File: src/rtl/uart_core_param.sv
// Full-duplex UART core: TX serialiser with valid/ready handshake and RX deserialiser with
// mid-bit sampling, glitch rejection and framing-error pulse. Define UART_PARITY_EN for even parity.
module uart_core_param #(
    parameter int unsigned DATA_W       = 8,
    parameter int unsigned CLKS_PER_BIT = 16,
    parameter int unsigned STOP_BITS    = 1
) (
    input  logic              clk_sis,
    input  logic              rst,
    input  logic [DATA_W-1:0] tx_data,
    input  logic              tx_valid,
    output logic              tx_ready,
    output logic              tx,
    input  logic              rx,
    output logic [DATA_W-1:0] rx_data,
    output logic              rx_valid,
    output logic              rx_frame_err
`ifdef UART_PARITY_EN
    ,
    output logic              rx_parity_err
`endif
);

    localparam int unsigned TCW = $clog2(CLKS_PER_BIT);
    localparam int unsigned IW  = $clog2(DATA_W + 1);

    localparam logic [TCW-1:0] CntLast  = TCW'(CLKS_PER_BIT - 1);
    localparam logic [TCW-1:0] CntHalf  = TCW'(CLKS_PER_BIT / 2 - 1);
    localparam logic [IW-1:0]  IdxLast  = IW'(DATA_W - 1);
    localparam logic [IW-1:0]  StopLast = IW'(STOP_BITS - 1);

    typedef enum logic [2:0] {TxIdle, TxStart, TxData, TxParity, TxStop} tx_state_e;
    typedef enum logic [2:0] {RxIdle, RxStart, RxData, RxParity, RxStop, RxWaitIdle} rx_state_e;

    // ---------------------------------------------------------------- TX
    tx_state_e         tx_state_q, tx_state_d;
    logic [TCW-1:0]    tx_cnt_q, tx_cnt_d;
    logic [IW-1:0]     tx_idx_q, tx_idx_d;
    logic [DATA_W-1:0] tx_shift_q, tx_shift_d;
    logic              tx_q, tx_d;
    logic              init_q;
    logic              tx_bit_end;
`ifdef UART_PARITY_EN
    logic              tx_par_q, tx_par_d;
`endif

    assign tx_bit_end = (tx_cnt_q == CntLast);
    // Held low through reset and the reset edge itself so tx_ready rises one edge after release.
    assign tx_ready   = init_q && (tx_state_q == TxIdle);
    assign tx         = tx_q;

    always_comb begin
        tx_state_d = tx_state_q;
        tx_cnt_d   = tx_cnt_q;
        tx_idx_d   = tx_idx_q;
        tx_shift_d = tx_shift_q;
`ifdef UART_PARITY_EN
        tx_par_d   = tx_par_q;
`endif
        if (tx_state_q != TxIdle) begin
            tx_cnt_d = tx_bit_end ? '0 : tx_cnt_q + TCW'(1);
        end
        case (tx_state_q)
            TxIdle: begin
                if (tx_valid && tx_ready) begin
                    tx_shift_d = tx_data;
`ifdef UART_PARITY_EN
                    tx_par_d   = ^tx_data;
`endif
                    tx_cnt_d   = '0;
                    tx_idx_d   = '0;
                    tx_state_d = TxStart;
                end
            end
            TxStart: begin
                if (tx_bit_end) begin
                    tx_state_d = TxData;
                end
            end
            TxData: begin
                if (tx_bit_end) begin
                    tx_shift_d = tx_shift_q >> 1;
                    if (tx_idx_q == IdxLast) begin
                        tx_idx_d = '0;
`ifdef UART_PARITY_EN
                        tx_state_d = TxParity;
`else
                        tx_state_d = TxStop;
`endif
                    end else begin
                        tx_idx_d = tx_idx_q + IW'(1);
                    end
                end
            end
            TxParity: begin
                if (tx_bit_end) begin
                    tx_state_d = TxStop;
                end
            end
            TxStop: begin
                if (tx_bit_end) begin
                    if (tx_idx_q == StopLast) begin
                        tx_idx_d   = '0;
                        tx_state_d = TxIdle;
                    end else begin
                        tx_idx_d = tx_idx_q + IW'(1);
                    end
                end
            end
            default: tx_state_d = TxIdle;
        endcase

        // Line level is registered from the next state so tx never glitches.
        case (tx_state_d)
            TxStart:  tx_d = 1'b0;
            TxData:   tx_d = tx_shift_d[0];
`ifdef UART_PARITY_EN
            TxParity: tx_d = tx_par_d;
`endif
            default:  tx_d = 1'b1;
        endcase
    end

    always_ff @(posedge clk_sis) begin
        if (!rst) begin
            tx_state_q <= TxIdle;
            tx_cnt_q   <= '0;
            tx_idx_q   <= '0;
            tx_shift_q <= '0;
            tx_q       <= 1'b1;
            init_q     <= 1'b0;
`ifdef UART_PARITY_EN
            tx_par_q   <= 1'b0;
`endif
        end else begin
            tx_state_q <= tx_state_d;
            tx_cnt_q   <= tx_cnt_d;
            tx_idx_q   <= tx_idx_d;
            tx_shift_q <= tx_shift_d;
            tx_q       <= tx_d;
            init_q     <= 1'b1;
`ifdef UART_PARITY_EN
            tx_par_q   <= tx_par_d;
`endif
        end
    end

    // ---------------------------------------------------------------- RX
    rx_state_e         rx_state_q, rx_state_d;
    logic [TCW-1:0]    rx_cnt_q, rx_cnt_d;
    logic [IW-1:0]     rx_idx_q, rx_idx_d;
    logic [DATA_W-1:0] rx_shift_q, rx_shift_d;
    logic [DATA_W-1:0] rx_data_q, rx_data_d;
    logic              rx_valid_q, rx_valid_d;
    logic              rx_ferr_q, rx_ferr_d;
    logic              rx_meta_q, rxs_q;
    logic              rx_bit_end;
`ifdef UART_PARITY_EN
    logic              rx_par_q, rx_par_d;
    logic              rx_perr_q, rx_perr_d;

    assign rx_parity_err = rx_perr_q;
`endif

    assign rx_bit_end   = (rx_cnt_q == CntLast);
    assign rx_data      = rx_data_q;
    assign rx_valid     = rx_valid_q;
    assign rx_frame_err = rx_ferr_q;

    always_comb begin
        rx_state_d = rx_state_q;
        rx_cnt_d   = rx_cnt_q;
        rx_idx_d   = rx_idx_q;
        rx_shift_d = rx_shift_q;
        rx_data_d  = rx_data_q;
        rx_valid_d = 1'b0;
        rx_ferr_d  = 1'b0;
`ifdef UART_PARITY_EN
        rx_par_d   = rx_par_q;
        rx_perr_d  = 1'b0;
`endif
        if (rx_state_q != RxIdle && rx_state_q != RxWaitIdle) begin
            rx_cnt_d = rx_bit_end ? '0 : rx_cnt_q + TCW'(1);
        end
        case (rx_state_q)
            RxIdle: begin
                if (!rxs_q) begin
                    rx_cnt_d   = '0;
                    rx_state_d = RxStart;
                end
            end
            RxStart: begin
                // Half-bit check: a start bit that has already gone high is a glitch.
                if (rx_cnt_q == CntHalf) begin
                    rx_cnt_d   = '0;
                    rx_idx_d   = '0;
                    rx_state_d = rxs_q ? RxIdle : RxData;
                end
            end
            RxData: begin
                if (rx_bit_end) begin
                    rx_shift_d = {rxs_q, rx_shift_q[DATA_W-1:1]};
                    if (rx_idx_q == IdxLast) begin
                        rx_idx_d = '0;
`ifdef UART_PARITY_EN
                        rx_state_d = RxParity;
`else
                        rx_state_d = RxStop;
`endif
                    end else begin
                        rx_idx_d = rx_idx_q + IW'(1);
                    end
                end
            end
            RxParity: begin
                if (rx_bit_end) begin
`ifdef UART_PARITY_EN
                    rx_par_d   = rxs_q;
`endif
                    rx_state_d = RxStop;
                end
            end
            RxStop: begin
                if (rx_bit_end) begin
                    if (rxs_q) begin
                        rx_data_d  = rx_shift_q;
                        rx_valid_d = 1'b1;
`ifdef UART_PARITY_EN
                        rx_perr_d  = rx_par_q ^ (^rx_shift_q);
`endif
                        rx_state_d = RxIdle;
                    end else begin
                        rx_ferr_d  = 1'b1;
                        rx_state_d = RxWaitIdle;
                    end
                end
            end
            RxWaitIdle: begin
                if (rxs_q) begin
                    rx_state_d = RxIdle;
                end
            end
            default: rx_state_d = RxIdle;
        endcase
    end

    always_ff @(posedge clk_sis) begin
        if (!rst) begin
            rx_meta_q  <= 1'b1;
            rxs_q      <= 1'b1;
            rx_state_q <= RxIdle;
            rx_cnt_q   <= '0;
            rx_idx_q   <= '0;
            rx_shift_q <= '0;
            rx_data_q  <= '0;
            rx_valid_q <= 1'b0;
            rx_ferr_q  <= 1'b0;
`ifdef UART_PARITY_EN
            rx_par_q   <= 1'b0;
            rx_perr_q  <= 1'b0;
`endif
        end else begin
            rx_meta_q  <= rx;
            rxs_q      <= rx_meta_q;
            rx_state_q <= rx_state_d;
            rx_cnt_q   <= rx_cnt_d;
            rx_idx_q   <= rx_idx_d;
            rx_shift_q <= rx_shift_d;
            rx_data_q  <= rx_data_d;
            rx_valid_q <= rx_valid_d;
            rx_ferr_q  <= rx_ferr_d;
`ifdef UART_PARITY_EN
            rx_par_q   <= rx_par_d;
            rx_perr_q  <= rx_perr_d;
`endif
        end
    end

endmodule

File: config.mk
export PLATFORM = sky130hd
export DESIGN_NAME = uart_core_param
export DESIGN_NICKNAME = d
export VERILOG_FILES = /design/src/rtl/uart_core_param.sv
export SDC_FILE = /design/constraint.sdc
export NUM_CORES = 1
export LEC_CHECK = 0
export ABC_AREA = 0
export CAP_MARGIN = 20
export CORE_MARGIN = 4
export CORE_UTILIZATION = 63
export CTS_BUF_LIST = sky130_fd_sc_hd__clkbuf_2
export DETAILED_ROUTE_END_ITERATION = 16
export PLACE_DENSITY = 0.87
export SYNTH_ARGS = -nofsm -noshare
export SYNTH_HDL_FRONTEND = slang
export SYNTH_SLANG_ARGS = --single-unit
File: constraint.sdc
create_clock -name clk_sis -period 3.1 [get_ports clk_sis]
set_input_delay 0.775 -clock clk_sis [delete_from_list [all_inputs] [get_ports clk_sis]]
set_output_delay 0.775 -clock clk_sis [all_outputs]
set_load 0.01 [all_outputs]
==> flow_metrics.tcl <==
set metrics [dict create \
    die_area_mm2 0.004780 \
    crit_required_ns 2.32 \
    vias 1931 \
    tritoncts "built" \
    hold_end "rxs_q$_SDFF_PN1_" \
    synth-xor-area-share 0.007439 \
    ys.flop_type "dfxtp_1" \
    maxCapViolCount 0 \
    synthTopCellsByArea "dfxtp_1 44%, nand2_1 5.9%, nor2_1 4.6%, a21oi_1 4.5%, mux2i_1 3.8%" \
    fillers 260 \
    gr-total-overflow 0 \
    diodes 0 \
    io_buffer_count 23 \
    nets 311 \
    start_kind "register" \
    worstMarginPinSlew_ns 0.6094 \
    row_count 21 \
    crit_path_top_delay_cell "clkdlybuf4s50_1" \
    multi_input_area_mm2 0.001239 \
    die_height_um 69.14 \
    yosys_warnings 0 \
    insertion_delay_ns 0.43 \
    wl_mm 4.426 \
    max-vdd-ir-drop_mv 0.3311 \
    timing.final.ws_setup_ns 0.2453 \
    grtUsageTotal 0.1908 \
    cts_sinks 52 \
    syn_avg_cell_area_um2 8.563 \
    synthAdderAreaFrac 0.02657 \
    leakage_nw 0.9109 \
    place_ws_ns 0.6870 \
    p_per_area_mw_per_mm2 410.8 \
    drive_above_1_share 0.05763 \
    die_x_um 69.14 \
    ys_seq_area_frac 0.4421 \
    fin_crit_ns 2.855 \
    cell_internal_pwr_mw 0.7969 \
    hold_buffers 0 \
    cts_resized 0 \
    setup_tns_ns 0 \
    ys_types 46 \
    cts_made_buffers 5 \
    fmax_mhz 350.3 \
    first_pass_iters 4 \
    clockRootBuffer "clkbuf_2" \
    drt-vias-per-instance 5.663 \
    grt_pass1_vias 1784 \
    holdCritPathClass "reg -> reg" \
    r2r_slack_ns 0.96 \
    switchingPower_mw 0.2964 \
    fin_crit_sh 0.9209 \
    critical-path-top-delay-family "simple AND/OR/NAND/NOR gates" \
    clock_skew_ns 0.01004 \
    swShare 0.2711 \
    setup_violations 0 \
    synth_compound_area_frac 0.1838 \
    slew_violations 0 \
    status "complete, no violations" \
    grt_max_degree 22 \
    crit_cells 3 \
    antenna_found_initial 0 \
    cp.arrival_ns 2.08 \
    max_stage_delay_ns 0.53 \
    routabilityCongestion 0.8384 \
    cp-end-kind "output port" \
    critical_path_class "reg -> out" \
    cp_cell_sequence "nor3_1 -> and2_1 -> clkdlybuf4s50_1" \
    rr_worst_depth 6 \
    clk_pin_slew_worst_paths_ns 0.27 \
    drtIter0Drc 136 \
    dp_hpwl_mm 3.201 \
    synth_top_family_by_area "simple AND/OR/NAND/NOR gates" \
    cts_buffer_depth 2 \
    muxShareOfSynthArea 0.03826 \
    regToRegStartpoint "tx_cnt_q[0]$_SDFF_PN0_" \
    drc 0 \
    ant_nets 0 \
    total_power_mw 1.093 \
    path_buf_inv 1 \
    yosysTopAreaCell "dfxtp_1" \
    cts_setup_buffers 0 \
    p_seq_frac 0.639 \
    synth-seq-cells 52 \
    synth_edf_count 0 \
    dpl.cell_count 333 \
    rsz0062_at_grt "false" \
    min_from "rx_meta_q$_SDFF_PN1_" \
    worst-path-max-fanout 11 \
    wire_per_inst_um 12.98 \
    ios 24 \
    synth_top_area_frac 0.4421 \
    seqCellArea_mm2 0.001041 \
    grt_pass1_wl_mm 7.693 \
    r2r_end "tx$_SDFF_PN1_" \
    finish.utilization 0.7673 \
    final_cell_count_no_fill 341 \
    synthArstFlopShare 0 \
    core_mm2 0.003468 \
    cts.htree.levels 2 \
    hold_violations 0 \
    synth_nets 292 \
    syn_to_final_growth_pct 13.02 \
    initial_core_util 0.6789 \
    synthSimpleGateAreaFrac 0.2699 \
    slew_headroom 0.5906 \
    hold-path-cell-count 1 \
    comb_power_share 0.094 \
    pwr-share-clk 0.267 \
    syn_inst 275 \
    synth.cell_area_mm2 0.002355 \
]
## cells by family after synthesis
kind of cell / count (synthesis)
flops: 52
compound gates: 65
mux: 9
simple gates: 123
xor+xnor: 2
fa+ha+maj: 5
buf+inv: 19
## layer usage
layer | vias to the layer above | track usage | share of wire
li1 | 999 | - | -
met1 | 893 | 0.2374 | 0.46
met2 | 33 | 0.3242 | 0.49
met3 | 6 | 0.05087 | 0.036
met4 | 0 | 0.05206 | 0.012
met5 | - | 0 | 0
## registers in the layout (all words and copies together) (netlist names)
name and cells:
rx_data 8, rx_shift_q 8, tx_shift_q 8, rx_cnt_q 4
rx_idx_q 4, tx_cnt_q 4, tx_idx_q 4, rx_state_q 3
tx_state_q 3, init_q 1, rx_frame_err 1, rx_meta_q 1
rx_valid 1, rxs_q 1, tx 1
## cell usage in the layout, fill, tap and decap left out, drive strengths merged, types with 4 or more instances in the layout
master and count:
a21boi 7, a21oi 21, a22oi 8, a31oi 5, and2 5, clkbuf 5, clkdlybuf4s50 23, dfxtp 52
ha 5, inv 6, mux2i 9, nand2 37, nand2b 7, nand3 9, nand3b 4, nor2 31
nor2b 4, nor3 7, o21ai 10, or3 5
## layout make-up
type                            instances  share of cell area
Multi-Input combinational cell        204              0.4654
Sequential cell                        52              0.3912
Timing Repair Buffer                   26             0.09497
Tap cell                               46             0.02163
Clock inverter                          3             0.01034
Clock buffer                            5            0.009403
Inverter                                5            0.007052
## worst max path at each step
stage                                  start            end  slack (ns)
floorplan           tx_state_q[0]$_SDFF_PN0_       tx_ready        1.27
global placement                    tx_valid  tx$_SDFF_PN1_        0.75
detailed placement                  tx_valid  tx$_SDFF_PN1_        0.69
CTS                 tx_state_q[0]$_SDFF_PN0_       tx_ready        0.22
global route        tx_state_q[0]$_SDFF_PN0_       tx_ready        0.08
finish              tx_state_q[0]$_SDFF_PN0_       tx_ready        0.25
## stage by stage
| step | hold slack, ns | instance area [um2] |
|---|---|---|
| 6_report | 0.4369 | 2661 |
| 5_1_grt | 0.4631 | 2661 |
| 4_1_cts | 0.4630 | 2661 |
| 3_5_place_dp | 0.3955 | 2609 |
| 3_3_place_gp | 0.3925 | 2609 |
| 2_1_floorplan | 0.3863 | 2355 |
## power groups by stage
stage | combinational [mW] | sequential (mW) | clock, mW
final | 0.103 | 0.699 | 0.292
after global routing | 0.114 | 0.702 | 0.328
after CTS | 0.103 | 0.699 | 0.305
after detailed placement | 0.103 | 0.711 | 0
after global placement | 0.0999 | 0.711 | 0
after floorplan | 0.0726 | 0.706 | 0
## cell usage after synthesis (6+ instances only)
cell / n
dfxtp_1: 52
nand2_1: 37
nor2_1: 29
a21oi_1: 21
clkbuf_1: 11
mux2i_1: 9
nand3_1: 9
o21ai_0: 9
a22oi_1: 8
a21boi_0: 7
nand2b_1: 6
nor3_1: 6
No activity file was read; power rests on OpenSTA's default activity.
==> patch: new RTL, config.mk and constraints unchanged <==
The option `UART_PARITY_EN` is turned on by a define.
--- a/src/rtl/uart_core_param.sv
+++ b/src/rtl/uart_core_param.sv
@@ -1,4 +1,6 @@
 // Full-duplex UART core: TX serialiser with valid/ready handshake and RX deserialiser with
 // mid-bit sampling, glitch rejection and framing-error pulse. Define UART_PARITY_EN for even parity.
+`define UART_PARITY_EN
+
 module uart_core_param #(
     parameter int unsigned DATA_W       = 8,
Function (old outputs only; new: rx_parity_err): same outputs for any inputs over 10 cycles, from zero or initial values and one cycle with rst low; that may be too few to reach the edited logic, so the function may still have changed.
==> patch against the original RTL <==
Wire length up 6.5%. Core utilization down 0.97 points. Final area up 8.1%. Sequential cell count up 3. Total power up 3.9%. Sequential power up 5.2%. Clock skew up 0.0064 ns. Worst hold slack better by 0.011 ns. Setup slack better by 0.016 ns. Register-to-register slack better by 0.12 ns. Largest power group unchanged. Count of clock-buffer cells in the layout unchanged. Critical endpoint unchanged. Largest cell class unchanged. Clock power up 4%. Non-clock buffer count unchanged. Area after synthesis up 9.1%.
==> patch: results (changes against the original RTL) <==
- Initial DRC Count: 101 (-26%)
- Gpl congestion: 0.816 (-2.7%)
- M1 WL: 2290 um (+12%)
- Yosys cell types: 50 (+8.7%)
- Hold Slack: 0.448 ns (+0.0108 ns)
- Pre-CTS setup slack: 0.575 ns (-0.112 ns)
- Vias in the first global route: 1901 (+6.6%)
- Top cells by area, synth: dfxtp_1, mux2i_1, nor2_1, xnor2_1, a21oi_1
- Post-route clock skew: 0.0164 ns (+0.00635 ns)
- Critical Path AT: 2.06 ns (-0.02 ns)
- Dpl cells: 352 (+5.7%)
- Vias: 2036 (+5.4%)
- Leakage: 1.11 nW (+22%)
- Global Route met1 Usage: 25.3% (+1.6 points)
- DP Wirelength: 3430 um (+7.1%)
- Fin cells: 360 (+5.6%)
- Status: completed
- Gr usage total: 19.3% (+0.23 points)
- Seq/Total Area, Yosys: 42.8% (-1.4 points)
- Largest net degree at the start of global routing: 32 (+45%)
- Synth Area per Inst: 8.86 um2 (+3.5%)
- FF-to-FF path depth: 5 (-1)
- Met3 GRT Util: 4.63% (-0.46 points)
- Met2 wire len: 2210 um (+1.4%)
- Share of cells above drive strength 1: 6.73% (+0.97 points)
- Met2 GRT Util: 32.1% (-0.27 points)
- Syn Nets: 307 (+5.1%)
- Clk_lat worst skew: 0.45 ns (+0.02 ns)
- Met3 Wirelength: 174 um (+10%)
- Worst Tran Pin Value: 0.641 ns (+0.0318 ns)
- Flop2flop setup slack: 1.08 ns (+0.12 ns)
- Fillers: 300 (+15%)
- Synth top cells by count: dfxtp_1, nor2_1, a21oi_1, nand2_1, mux2i_1
- Dpl cell area: 0.00283 mm2 (+8.3%)
- Clock transition at path regs: 0.29 ns (+0.02 ns)
- Global-route wire length before repair: 8200 um (+6.6%)
==> patch: changes by cell type after synthesis, sizes merged, moves of 3 or more <==
cell    unedited run  this run
xnor2              1        15
nand2             37        24
mux2i              9        18
nor2              31        39
a21boi             7         0
a21oi             21        26
clkbuf            11         6
a31oi              5         2
buf                3         6
dfxtp             52        55
nor2b              4         1
==> patch: worst max path at each step <==
stage                   from       end  slack (ns)  depth (start not counted)
5_1_grt        tx_state_q[0]  tx_ready        0.14                          3
4_1_cts        tx_state_q[2]  tx_ready        0.26                          3
3_3_place_gp        tx_valid        tx        0.65                          6
3_5_place_dp        tx_valid        tx        0.57                          6
6_report       tx_state_q[2]  tx_ready        0.26                          3
2_1_floorplan       tx_valid        tx        1.28                          5
==> patch: cell type report <==
class	instances	area, um2	share of cell area [%]
Clock inverter	3	26.3	0.913
Sequential cell	55	1100	38.3
Clock buffer	5	25.0	0.870
Timing Repair Buffer	26	255	8.87
Multi-Input combinational cell	215	1380	48.0
Inverter	8	30.0	1.04
Tap cell	48	60.1	2.09
==> patch: worst max-delay path, stage by stage, from the launching register on <==
cell and delay [ns]:
dfxtp_1 0.45, nor3_2 0.44, and2_1 0.19, clkdlybuf4s50_1 0.53
==> patch: cells by family (layout without fill, tap and decap cells) <==
group / count (synthesis) / in the layout / synth area share (%)
AO/OA/AOI/OAI: 59 / 59 / 14.4
XOR/XNOR: 18 / 18 / 6.13
adder cells (fa/ha/maj): 5 / 5 / 2.43
buffers and inverters: 20 / 42 / 3.46
flip-flops: 55 / 55 / 42.8
multiplexers: 19 / 19 / 7.45
AND/OR/NAND/NOR: 114 / 114 / 23.3
==> patch: power breakdown <==
part	switching, mW	leakage (nW)	total (mW)	internal [mW]
clock network	0.238	0.0344	0.304	0.0661
logic	0.0483	0.635	0.0966	0.0483
registers	0.0122	0.446	0.735	0.723
